[config.mk]
export PLATFORM = sky130hd
export DESIGN_NAME = cdb_arbiter
export DESIGN_NICKNAME = d
export VERILOG_FILES = /design/src/rtl/cdb_arbiter.sv
export SDC_FILE = /design/constraint.sdc
export NUM_CORES = 1
export LEC_CHECK = 0
export ABC_CLOCK_PERIOD_IN_PS = 3470
export CAP_MARGIN = 5
export CORE_ASPECT_RATIO = 1.75
export CORE_MARGIN = 2
export CORE_UTILIZATION = 36
export CTS_CLUSTER_DIAMETER = 150
export DETAILED_ROUTE_END_ITERATION = 8
export PLACE_DENSITY = 0.91
export SYNTH_ARGS = -nofsm -noshare
export SYNTH_HDL_FRONTEND = slang
export SYNTH_SLANG_ARGS = --single-unit
export TNS_END_PERCENT = 100
[constraint.sdc]
create_clock -name clk -period 3.47 [get_ports clk]
set_clock_uncertainty 0.15 [all_clocks]
set_input_delay 0.694 -clock clk [delete_from_list [all_inputs] [get_ports clk]]
set_output_delay 0.694 -clock clk [all_outputs]
set_load 0.05 [all_outputs]
[src/rtl/cdb_arbiter.sv]
// cdb_arbiter: round-robin scheduler that shares the Common Data Bus among
// NUM_REQ functional-unit result FIFOs. One FIFO is popped per cycle and the
// popped head entry is registered onto the CDB on the following edge.
//
// Bit ordering: fifo_empty, fifo_r_en and fifo_dout are declared with
// ascending ranges, so requester 0 sits in the most-significant position.
// Requester i's entry in fifo_dout is bits [i*WIDTH : i*WIDTH+WIDTH-1].

module cdb_arbiter #(
  parameter int NUM_REQ = 4,
  parameter int WIDTH   = 38,
  localparam int SRC_W  = $clog2(NUM_REQ)
) (
  input  logic                   clk,
  input  logic                   reset,
  input  logic [0:NUM_REQ-1]     fifo_empty,
  input  logic [0:NUM_REQ*WIDTH-1] fifo_dout,
  output logic [0:NUM_REQ-1]     fifo_r_en,
  input  logic                   cdb_stall,
  input  logic                   flush,
  output logic                   cdb_valid,
  output logic [WIDTH-1:0]       cdb_data,
  output logic [SRC_W-1:0]       cdb_src
);

  logic [SRC_W-1:0] rr_ptr_q, rr_ptr_d;
  logic             cdb_valid_q, cdb_valid_d;
  logic [WIDTH-1:0] cdb_data_q, cdb_data_d;
  logic [SRC_W-1:0] cdb_src_q, cdb_src_d;

  logic             grant_vld;
  logic [SRC_W-1:0] grant_idx;
  logic [WIDTH-1:0] grant_data;

  // Cyclic priority search starting at rr_ptr. The loop runs from the
  // farthest offset down to offset 0 so the nearest requester wins.
  always_comb begin
    logic [SRC_W:0]   sum;
    logic [SRC_W-1:0] idx;
    grant_vld = 1'b0;
    grant_idx = '0;
    sum       = '0;
    idx       = '0;
    for (int k = NUM_REQ - 1; k >= 0; k--) begin
      sum = {1'b0, rr_ptr_q} + (SRC_W+1)'(k);
      // Explicit wrap: NUM_REQ need not be a power of two.
      if (sum >= (SRC_W+1)'(NUM_REQ)) begin
        sum = sum - (SRC_W+1)'(NUM_REQ);
      end
      idx = sum[SRC_W-1:0];
      if (!fifo_empty[idx]) begin
        grant_vld = 1'b1;
        grant_idx = idx;
      end
    end
  end

  // Select the granted FIFO's head entry.
  always_comb begin
    grant_data = '0;
    for (int i = 0; i < NUM_REQ; i++) begin
      if (grant_idx == SRC_W'(i)) begin
        grant_data = fifo_dout[i*WIDTH +: WIDTH];
      end
    end
  end

  // Pop strobe and next-state: reset > flush > stall > normal.
  always_comb begin
    fifo_r_en   = '0;
    rr_ptr_d    = rr_ptr_q;
    cdb_valid_d = cdb_valid_q;
    cdb_data_d  = cdb_data_q;
    cdb_src_d   = cdb_src_q;
    if (reset) begin
      fifo_r_en = '0;
    end else if (flush) begin
      cdb_valid_d = 1'b0;
    end else if (cdb_stall) begin
      // hold everything so the presented entry stays on the bus
    end else if (grant_vld) begin
      fifo_r_en[grant_idx] = 1'b1;
      cdb_valid_d          = 1'b1;
      cdb_data_d           = grant_data;
      cdb_src_d            = grant_idx;
      if (grant_idx == SRC_W'(NUM_REQ - 1)) begin
        rr_ptr_d = '0;
      end else begin
        rr_ptr_d = grant_idx + SRC_W'(1);
      end
    end else begin
      cdb_valid_d = 1'b0;
    end
  end

  // State registers with synchronous active-high reset.
  always_ff @(posedge clk) begin
    if (reset) begin
      rr_ptr_q    <= '0;
      cdb_valid_q <= 1'b0;
      cdb_data_q  <= '0;
      cdb_src_q   <= '0;
    end else begin
      rr_ptr_q    <= rr_ptr_d;
      cdb_valid_q <= cdb_valid_d;
      cdb_data_q  <= cdb_data_d;
      cdb_src_q   <= cdb_src_d;
    end
  end

  assign cdb_valid = cdb_valid_q;
  assign cdb_data  = cdb_data_q;
  assign cdb_src   = cdb_src_q;

endmodule

# Yosys cells after proc, flatten, opt, wreduce, memory -nomap -nowiden
# Cells that the tools add are included.
[classes]
n_addsub = 8
n_lt_le_gt_ge = 10
n_eq_ne = 3
mux = 36
bitwise = 7
n_reduce_logical = 4
[op_table]
columns = ["cell", "n"]
rows = [
  ["38-bit two-way mux", 4],
  ["3-bit >= comparator (second input constant)", 8],
  ["2-bit two-way mux", 9],
  ["4-bit two-way mux", 4],
  ["2-bit inverter with 3-bit output", 5],
  ["1-bit two-way mux", 14],
  ["1-bit binary-select mux with 2-bit select", 4],
  ["2-bit by 1-bit subtractor with 2-bit output (second input constant)", 4],
  ["2-bit by 2-bit adder with 3-bit output (second input constant)", 2],
  ["2-bit == test (second input constant)", 2],
  ["2-bit by 1-bit adder with 3-bit output (second input constant)", 1],
  ["2-bit by 3-bit >= comparator with 1-bit output (second input constant)", 1],
  ["3-bit by 1-bit less-than comparator with 1-bit output (second input constant)", 1],
  ["3-bit AND reduction", 1],
  ["2-bit by 1-bit adder with 2-bit output (second input constant)", 1],
  ["1-bit demux with 2-bit select", 1],
  ["2-bit by 1-bit == test with 1-bit output (second input constant)", 1],
  ["2-bit logical NOT", 1],
  ["1-bit inverter", 2],
  ["2-bit OR reduction", 1],
  ["1-bit logical AND", 1],
]
[word_totals]
ff_bits = 43
output_inout_bits = 45
word_cells = 72

# Depth between registers and ports, before layout
# Gate-level depths: netlist of the first run.
[depth]
word_depth = 20
depth_mapped = 11

# Worst setup path before layout of the first run
# No wires, ideal clock.
[synth_path]
kind = "input-to-output"
startpoint = "input port fifo_empty[0] (netlist name)"
endpoint = "output port fifo_r_en[3] (netlist name)"
t_arrival_ns = 2.582
path_slack_ns = 0.044
path_stages = 8
path_buffers = 3
cell_sequence = "inv_1 -> a211o_1 -> a22oi_1 -> ha_1 -> buf_2 -> clkbuf_1 -> clkbuf_1 -> and2_1"
[synth_between]
elab_chain_len = 16
elab_cells_between_ends = 30
cone_classes = "order compare (2); mux (26); bitwise (1); reduce/logical (1)"
[synth_lines]
columns = ["item", "line", "rtl"]
rows = [
  ["start, declared", "16", "input logic [0:NUM_REQ-1] fifo_empty,"],
  ["1-bit binary-select mux with 2-bit select", "51", "if (!fifo_empty[idx]) begin"],
  ["1-bit two-way mux (not written as such) (2 in series)", "51", ""],
  ["2-bit two-way mux (3 in series)", "51", ""],
  ["2-bit two-way mux (*)", "51", ""],
  ["net grant_idx[0]", "32", "logic [SRC_W-1:0] grant_idx;"],
  ["2-bit inverter with 3-bit output (not written as such) (*)", "82", "fifo_r_en[grant_idx] = 1'b1;"],
  ["3-bit >= comparator (not written as such) or 3-bit by 1-bit less-than comparator with 1-bit output (tied branches)", "82", ""],
  ["1-bit logical AND (not written as such)", "82", ""],
  ["1-bit two-way mux (not written as such)", "82", ""],
  ["1-bit demux with 2-bit select (*)", "82", ""],
  ["4-bit two-way mux (*)", "81", "end else if (grant_vld) begin"],
  ["4-bit two-way mux (*)", "79", "end else if (cdb_stall) begin"],
  ["4-bit two-way mux (*)", "77", "end else if (flush) begin"],
  ["4-bit two-way mux (*)", "75", "if (reset) begin"],
  ["end, declared", "18", "output logic [0:NUM_REQ-1] fifo_r_en,"],
]
# The timed path passes the listed nets; every way through them passes the cells marked *. The select of a mux whose other input is x is not followed.

# Worst setup path in the final report of the first run
[layout_path]
startpoint = "input port fifo_empty[0] (netlist name)"
endpoint = "output port fifo_r_en[1] (netlist name)"
# Same word-level chain as after synthesis.

==> flow_summary_export.csv, run 1 <==
group,metric,value,unit
sta,worst_slack,113,ps
synthesis,synth_area,2940,um2
setup_path,start_kind,"input port",
routing,ant_nets,0,
cells_and_area,diodes,0,
power_and_ir_drop,ir_drop,0.000246,V
synthesis,synthFlopType,"dfxtp_1",
sta,min_period,3360,ps
power_and_ir_drop,p_sw,0.616,mW
setup_path,r2r_cells,10,
place,dp_slack,85.4,ps
power_and_ir_drop,swShare,0.334,
worst_hold_path,min-delay-path-class,"reg -> reg",
floorplan,ioPinCount,205,
cells_and_area,stdcell_count,661,
power_and_ir_drop,power_frac_seq,0.300,
sta,worst_pin_slew,629,ps
floorplan,die_x,72.3,um
status,status,"completed",
grt,overflow,0,
sta,slew_violations,0,
cts,cts.reportedPaths.clkPinSlew,60,ps
place,gp_congestion,0.888,
floorplan,rows,43,
grt,grt-busiest-layer,"met2",
setup_path,worst_ep_arrival_time,2510,ps
synthesis,yosys-top-cells-area,"dfxtp_1 29%, a221oi_1 11%, nand3b_1 10%, a211oi_1 8.2%, a21oi_1 6.8%",
synthesis,seq_area_frac_synth,0.293,
sta,max_freq,298,MHz
floorplan,initial_utilization,0.371,
place,place_hpwl,8.43,mm
grt,grt_max_degree,51,
worst_hold_path,holdPathStages,2,
setup_path,crit_path_end_kind,"output pin",
cells_and_area,final_nets,734,
setup_path,startpoint,"fifo_empty[0]",
floorplan,die_h,124,um
setup_path,ff2ff_setup_slack,890,ps
cts,cts_resized,0,
routing,vias_per_cell,5.56,
grt,grtUsageMet1,0.216,
setup_path,crit_type,"in -> out",
grt,use_met2,0.452,
cts,cts_tree,"done",
floorplan,die_area,8930,um2
cells_and_area,syn2layout_area_growth,76.5,%
cts,clock_latency,280,ps
job,drv_cap,0,
synthesis,synthCells,391,
cells_and_area,mostFrequentLayoutCells,"199 x clkdlybuf4s50_1, 43 x dfxtp_1, 42 x inv_1, 41 x nor2_1",
routing,drt_iter0_markers,192,
setup_path,worstReg2RegStart,"rr_ptr_q[0]",
grt,grtUsageMet3,0.0416,
grt,grt_pass1_wl,16.5,mm
power_and_ir_drop,power_leakage,1.93,nW
synthesis,yosysWarnings,0,
synthesis,ys_ff_latch,43,
grt,first_global_vias,3748,
power_and_ir_drop,p_per_area,356,nW/um2
setup_path,cp_max_fo,4,
cells_and_area,fill_cells,663,
sta,setup_viol,0,
worst_hold_path,min_from,"cdb_valid",
routing,vias,3673,
synthesis,synth_top_cell_area_share,0.293,
synthesis,syn_nets,555,
routing,wl,11.0,mm
synthesis,yosys.area.top_type,"dfxtp_1",
floorplan,design.core.area,7910,um2
power_and_ir_drop,p_int,1.23,mW
power_and_ir_drop,power,1.84,mW
synthesis,async_flop_share,0,
sta,hold_viol,0,
synthesis,ys_types,26,
routing,drc,0,
sta,finalCritPeriodShare,0.967,
setup_path,timing.rr.end,"cdb_data[15]",
cts,clockRootBuffer,"clkbuf_16",
cts,cts.sinks,43,
sta,tns,0,ps
cts,cts_max_path_buffers,2,
routing,first_pass_iters,4,
sta,relSlewSlack,0.580,
routing,wire_per_inst,16.7,um
cts,cts_hold_buf,0,
place,io_buffers,204,
sta,rsz0062_at_grt,"false",
setup_path,cp.required,2630,ps
synthesis,postSynthAreaPerCell,7.51,um2
cells_and_area,finish.utilization,0.656,
cts,postCtsSetupBuffers,0,
cts,htree_levels,2,
cts,cts_buffers,5,
power_and_ir_drop,p_clk_frac,0.260,
cells_and_area,drive_above_1_share,0.0665,
place,numPlacedInstances,653,
synthesis,synth-edff-count,0,
grt,grt_usage,0.232,
cells_and_area,final_common_cell,"clkdlybuf4s50_1",
power_and_ir_drop,p_comb_frac,0.440,
worst_hold_path,min_to,"cdb_valid",
grt,antenna_found_initial,0,
==> power by group through the flow <==
| stage | clock, mW | combinational, mW | sequential (mW) |
|---|---|---|---|
| 5_1_grt | 0.514 | 0.869 | 0.556 |
| 2_1_floorplan | 0 | 0.350 | 0.685 |
| 3_5_place_dp | 0 | 0.808 | 0.563 |
| 4_1_cts | 0.497 | 0.811 | 0.552 |
| 3_3_place_gp | 0 | 0.787 | 0.562 |
| 6_report | 0.480 | 0.811 | 0.552 |
==> final cells by class <==
type / count / area, um2 / share of cell area
Clock buffer: 8 / 156 / 0.0302
Inverter: 42 / 158 / 0.0304
Multi-Input combinational cell: 262 / 1710 / 0.329
Sequential cell: 43 / 861 / 0.166
Tap cell: 90 / 113 / 0.0217
Timing Repair Buffer: 216 / 2190 / 0.423
==> layer usage <==
metal | routed length [um] | part of all wire
met5 | 0 | 0
met4 | 525 | 0.048
met3 | 685 | 0.062
met2 | 6040 | 0.55
met1 | 3770 | 0.34
==> critical path, cell delays in order <==
cell             delay (ps)
clkdlybuf4s50_1         520
inv_1                    80
a211o_1                 300
a22oi_1                 200
buf_4                   170
ha_2                    220
and2_1                  180
buf_12                  140
==> flip-flops by register name (all words and copies together), names as in the netlist <==
signal and count:
cdb_data 38, cdb_src 2, rr_ptr_q 2, cdb_valid 1
==> cell usage after synthesis (all sizes together) (4+ instances only) <==
cell	instances
a211oi	40
a21oi	40
a221oi	38
and2	4
buf	20
clkbuf	24
dfxtp	43
ha	4
inv	42
nand2	4
nand3b	40
nor2	42
nor3	38
o21ai	5
==> through the flow <==
step                      area (um2)  hold WS, ps
after floorplan                 2940          300
after global placement          5030          314
after detailed placement        5030          324
after CTS                       5180          336
after global routing            5180          353
final                           5180          334
==> logic make-up (layout without fill, tap and decap cells) <==
logic type | after synthesis | count (layout) | share of synthesized area
compound gates | 127 | 127 | 0.317
fa+ha+maj | 4 | 4 | 0.0170
flops | 43 | 43 | 0.293
simple gates | 131 | 131 | 0.241
buf+inv | 86 | 266 | 0.132
==> worst max-delay path by stage <==
stage / endpoint / cells past startpoint
finish: fifo_r_en[1] / 8
global route: fifo_r_en[1] / 8
CTS: fifo_r_en[2] / 8
detailed placement: cdb_data[17] / 11
global placement: fifo_r_en[1] / 8
floorplan: fifo_r_en[3] / 8
Note: power is estimated with default switching activity, not from simulation.
==> run 2: changes to the inputs <==
- GPL_TIMING_DRIVEN: not set -> 0
- SKIP_LAST_GASP: not set -> 1
==> run 2 against run 1 <==
Effect of this change: register-to-register slack got worse by 230 ps; clock power fell by 7.1%; non-clock buffer count rose by 26; maximum frequency fell by 0.31%; via count rose by 6.0%; utilization rose by 0.33 points; cell count rose by 3.9%; combinational power rose by 3.5%; critical path depth rose by 1; wire length rose by 12%; first-iteration DRC count rose by 29%; hold slack improved by 4.4 ps; critical endpoint is now fifo_r_en[2]; highest routed layer unchanged.
==> flow_summary_export.csv, run 2 (synthesis results as in run 1) <==
group,metric,value,unit
sta,rsz0062_at_grt,"false",
routing,vias_per_cell,5.67,
cts,cts_buffers,5,
cells_and_area,fin_area,5210,um2
sta,finalCritPeriodShare,0.970,
place,numPlacedInstances,684,
power_and_ir_drop,power_leakage,1.96,nW
floorplan,initial_utilization,0.371,
cts,cts_tree,"done",
sta,max_freq,297,MHz
cts,htree_levels,2,
grt,grt_max_degree,20,
setup_path,crit_path_end_kind,"output pin",
sta,setup_viol,0,
place,gp_congestion,0.853,
setup_path,ff2ff_setup_slack,660,ps
place,place_hpwl,9.83,mm
setup_path,cp_max_fo,14,
routing,vias,3895,
routing,wire_per_inst,17.9,um
cells_and_area,largest_reg_flops,38,
place,dp_slack,-1500,ps
setup_path,start_kind,"input port",
cts,cts.sinks,43,
sta,tns,0,ps
setup_path,worstPathCellList,"dlygate4sd2_1, inv_1, a211o_1, a22oi_2, inv_2, ha_2, clkbuf_8, and2_1, buf_4",
sta,min_period,3370,ps
setup_path,crit_type,"in -> out",
job,drv_cap,0,
floorplan,design.core.area,7910,um2
cts,cts_max_path_buffers,2,
floorplan,die_area,8930,um2
cells_and_area,syn2layout_area_growth,77.4,%
routing,drc,0,
setup_path,cp.required,2630,ps
power_and_ir_drop,p_per_area,353,nW/um2
cells_and_area,final_common_cell,"clkdlybuf4s50_1",
cells_and_area,stdcell_count,687,
cells_and_area,mostFrequentLayoutCells,"195 x clkdlybuf4s50_1, 43 x dfxtp_1, 42 x nor2_1, 41 x inv_1",
cts,clock_latency,280,ps
sta,hold_viol,0,
sta,slew_violations,0,
floorplan,rows,43,
setup_path,cp_slowest_cell,"a211o_1",
grt,antenna_found_initial,0,
cells_and_area,diodes,0,
sta,relSlewSlack,0.514,
floorplan,die_x,72.3,um
setup_path,path_buf_inv,5,
cells_and_area,final_nets,760,
grt,grt_pass1_wl,18.3,mm
floorplan,die_h,124,um
grt,grt_usage,0.263,
cells_and_area,drive_above_1_share,0.0704,
status,status,"completed",
grt,first_global_vias,3811,
cts,cts_hold_buf,0,
setup_path,timing.critical_path.max_delay_family,"buffers and inverters",
grt,overflow,0,
sta,worst_slack,103,ps
cells_and_area,finish.utilization,0.659,
place,placed_area,5080,um2
routing,wl,12.3,mm
place,io_buffers,203,
routing,first_pass_iters,5,
setup_path,worst_ep_arrival_time,2520,ps
worst_hold_path,min-delay-path-class,"reg -> reg",
power_and_ir_drop,ir_drop,0.000252,V
floorplan,ioPinCount,205,
routing,drt_iter0_markers,247,
sta,worst_pin_slew,729,ps
routing,ant_nets,0,
cts,clockRootBuffer,"clkbuf_16",
cts,cts.reportedPaths.clkPinSlew,50,ps
setup_path,worst_path_largest_cell_delay,300,ps
run 2: cell count changes in the layout (fill, tap and decap cells not counted), sizes merged:
cell	before	now
buf	17	21
clkinv	0	1
clkdlybuf4s50	199	195
clkbuf	8	29
dlygate4sd2	0	4
run 2: metrics by stage:
stage | power, mW | hold WS, ps
after floorplan | 1.03 | 300
after global placement | 1.37 | 311
after detailed placement | 1.40 | 329
after CTS | 1.85 | 340
after global routing | 1.93 | 355
final | 1.84 | 339
run 2: path summary, 6_finish.rpt:
| check | from | end | cells past startpoint |
|---|---|---|---|
| setup / recovery | fifo_empty[0] | fifo_r_en[2] | 9 |
| hold / removal | cdb_data[10] | cdb_data[10] | 2 |
| setup reg to reg | rr_ptr_q[0] | cdb_data[8] | 9 |
| hold reg to reg | cdb_data[10] | cdb_data[10] | 2 |
run 2: where the power goes:
group / leakage [nW] / switching (mW) / total [mW] / internal, mW
Clock: 0.0679 / 0.180 / 0.446 / 0.266
Combinational: 1.54 / 0.446 / 0.839 / 0.393
Sequential: 0.354 / 0.0202 / 0.552 / 0.532
run 2: worst min-delay path: stages, from the launching register on:
cell	delay, ps
dfxtp_1	310
nor2_1	90
nor3_1	40
run 2: layout make-up:
type | instances | area (um2)
Buffer | 38 | 214
Clock buffer | 7 | 133
Tap cell | 90 | 113
Clock inverter | 1 | 5.00
Fill cell | 691 | 2700
Inverter | 42 | 158
Timing Repair Buffer | 204 | 2020
Multi-Input combinational cell | 262 | 1700
Sequential cell | 43 | 861
run 2: routing by layer:
layer,vias to the layer above,part of all wire,global-route usage
met5,-,0,0
met2,213,0.54,0.499
met3,43,0.064,0.0391
met4,0,0.038,0.111
li1,1836,-,-
met1,1803,0.36,0.279
run 2: timing repair:
action | CTS | global route
pin swaps | 1 | 0
cloned | 0 | 0
resized for setup | 39 | 1
endpoints found under the setup margin | 8 | 1
setup buffers | 1 | 0
==> run 3: changes to the inputs <==
- MAX_ROUTING_LAYER: not set -> met4
==> run 3 against run 2 <==
Effect of this change: clock-buffer cell count unchanged; non-clock buffer count unchanged; sequential share of layout area unchanged; sequential power about the same; die area unchanged; total power about the same; register-to-register slack about the same; worst setup slack worse by 7.6 ps; maximum frequency down 0.23%; utilization unchanged; global-route usage up 0.78 points; combinational power about the same; critical endpoint unchanged; largest cell class unchanged; largest power group unchanged.
==> flow_summary_export.csv, run 3 (synthesis results as in run 1) <==
group,metric,value,unit
routing,drt_iter0_markers,267,
routing,wire_per_inst,18.0,um
cts,clockRootBuffer,"clkbuf_16",
sta,slew_violations,0,
cells_and_area,final_common_cell,"clkdlybuf4s50_1",
place,gp_congestion,0.866,
floorplan,design.core.area,7910,um2
cells_and_area,diodes,0,
power_and_ir_drop,ir_drop,0.000250,V
place,dp_slack,-1500,ps
worst_hold_path,min_from,"cdb_data[22]",
place,place_hpwl,9.83,mm
cells_and_area,syn2layout_area_growth,77.4,%
grt,antenna_found_initial,0,
sta,worst_slack,95.1,ps
routing,ant_nets,0,
grt,overflow,0,
place,numPlacedInstances,684,
job,drv_cap,0,
sta,min_period,3370,ps
worst_hold_path,holdPathStages,2,
setup_path,crit_type,"in -> out",
setup_path,worstReg2RegStart,"rr_ptr_q[0]",
cells_and_area,stdcell_count,687,
worst_hold_path,min-delay-path-class,"reg -> reg",
routing,drc,0,
sta,relSlewSlack,0.517,
power_and_ir_drop,p_sw,0.648,mW
power_and_ir_drop,p_int,1.19,mW
worst_hold_path,min_to,"cdb_data[22]",
sta,hold_viol,0,
place,io_buffers,203,
floorplan,die_h,124,um
floorplan,rows,43,
cts,cts.reportedPaths.clkPinSlew,60,ps
power_and_ir_drop,p_clk_frac,0.243,
cts,htree_levels,2,
grt,grt_max_degree,20,
setup_path,crit_path_end_kind,"output pin",
grt,grt_usage,0.270,
routing,first_pass_iters,8,
cts,clock_latency,280,ps
power_and_ir_drop,swShare,0.352,
status,status,"completed",
cts,cts.sinks,43,
routing,wl,12.4,mm
setup_path,ff2ff_setup_slack,660,ps
floorplan,die_area,8930,um2
grt,first_global_vias,3809,
setup_path,cp_max_fo,14,
sta,rsz0062_at_grt,"false",
floorplan,ioPinCount,205,
floorplan,initial_utilization,0.371,
sta,finalCritPeriodShare,0.973,
sta,setup_viol,0,
cells_and_area,drive_above_1_share,0.0704,
setup_path,cp.required,2630,ps
power_and_ir_drop,p_per_area,353,nW/um2
setup_path,worst_ep_arrival_time,2530,ps
sta,max_freq,296,MHz
cells_and_area,largest_reg_flops,38,
cells_and_area,mostFrequentLayoutCells,"195 x clkdlybuf4s50_1, 43 x dfxtp_1, 42 x nor2_1, 41 x inv_1",
power_and_ir_drop,p_comb_frac,0.457,
cts,cts_buffers,5,
setup_path,start_kind,"input port",
cts,cts_tree,"done",
floorplan,die_x,72.3,um
sta,worst_pin_slew,725,ps
power_and_ir_drop,power_leakage,1.96,nW
grt,grt_pass1_wl,18.3,mm
cells_and_area,final_nets,760,
power_and_ir_drop,power_frac_seq,0.300,
routing,vias_per_cell,5.68,
cts,cts_hold_buf,0,
setup_path,r2r_cells,9,
routing,vias,3900,
cts,cts_max_path_buffers,2,
setup_path,timing.rr.end,"cdb_data[8]",
setup_path,startpoint,"fifo_empty[0]",
[run 3: cell counts in the layout (fill, tap and decap cells not counted)]
No cell type changed its count.
[run 3: layer usage]
metal / track usage / vias to the layer above / wire [um]
li1: - / 1838 / -
met1: 0.284 / 1806 / 4420
met2: 0.501 / 220 / 6710
met3: 0.0326 / 36 / 848
met4: 0.108 / 0 / 395
met5: - / - / 0
[run 3: layout make-up]
| type | count | area (um2) |
|---|---|---|
| clock buffers | 7 | 133 |
| clock inverters | 1 | 5.00 |
| plain buffers | 38 | 214 |
| well taps | 90 | 113 |
| multi-input cells | 262 | 1700 |
| inverters | 42 | 158 |
| fillers | 691 | 2700 |
| flip-flops and latches | 43 | 861 |
| repair buffers | 204 | 2020 |
[run 3: power by group through the flow]
stage                     clock (mW)  sequential [mW]  combinational, mW
final                          0.446            0.552              0.840
after global routing           0.483            0.556              0.894
after global placement             0            0.561              0.813
after floorplan                    0            0.685              0.350
after CTS                      0.458            0.552              0.835
after detailed placement           0            0.562              0.833
[run 3: timing repair]
action	4_1_cts	5_1_grt
pin swaps	1	0
setup endpoints to repair	8	1
setup buffers	1	0
resized for setup	39	1
[run 3: worst max-delay path by stage]
stage | cells past startpoint | slack (ps) | to
global route | 9 | 30 | fifo_r_en[2]
finish | 9 | 100 | fifo_r_en[2]
detailed placement | 10 | -1500 | fifo_r_en[3]
floorplan | 8 | 40 | fifo_r_en[3]
CTS | 9 | -30 | fifo_r_en[3]
global placement | 10 | -1430 | fifo_r_en[3]
[run 3: metrics by stage]
stage          power (mW)  hold slack [ps]  cell area [um2]  utilization  TNS, ps
2_1_floorplan        1.03              300             2940            -        0
6_report             1.84              339             5210        0.659        0
3_3_place_gp         1.37              311             5080        0.643   -10010
3_5_place_dp         1.40              329             5080        0.643   -12910
5_1_grt              1.93              355             5210        0.659        0
4_1_cts              1.85              340             5220        0.660    -28.9
[run 3: critical path, stage by stage]
cell	delay (ps)
dlygate4sd2_1	270
inv_1	80
a211o_1	300
a22oi_2	260
inv_2	90
ha_2	290
clkbuf_8	200
and2_1	150
buf_4	190
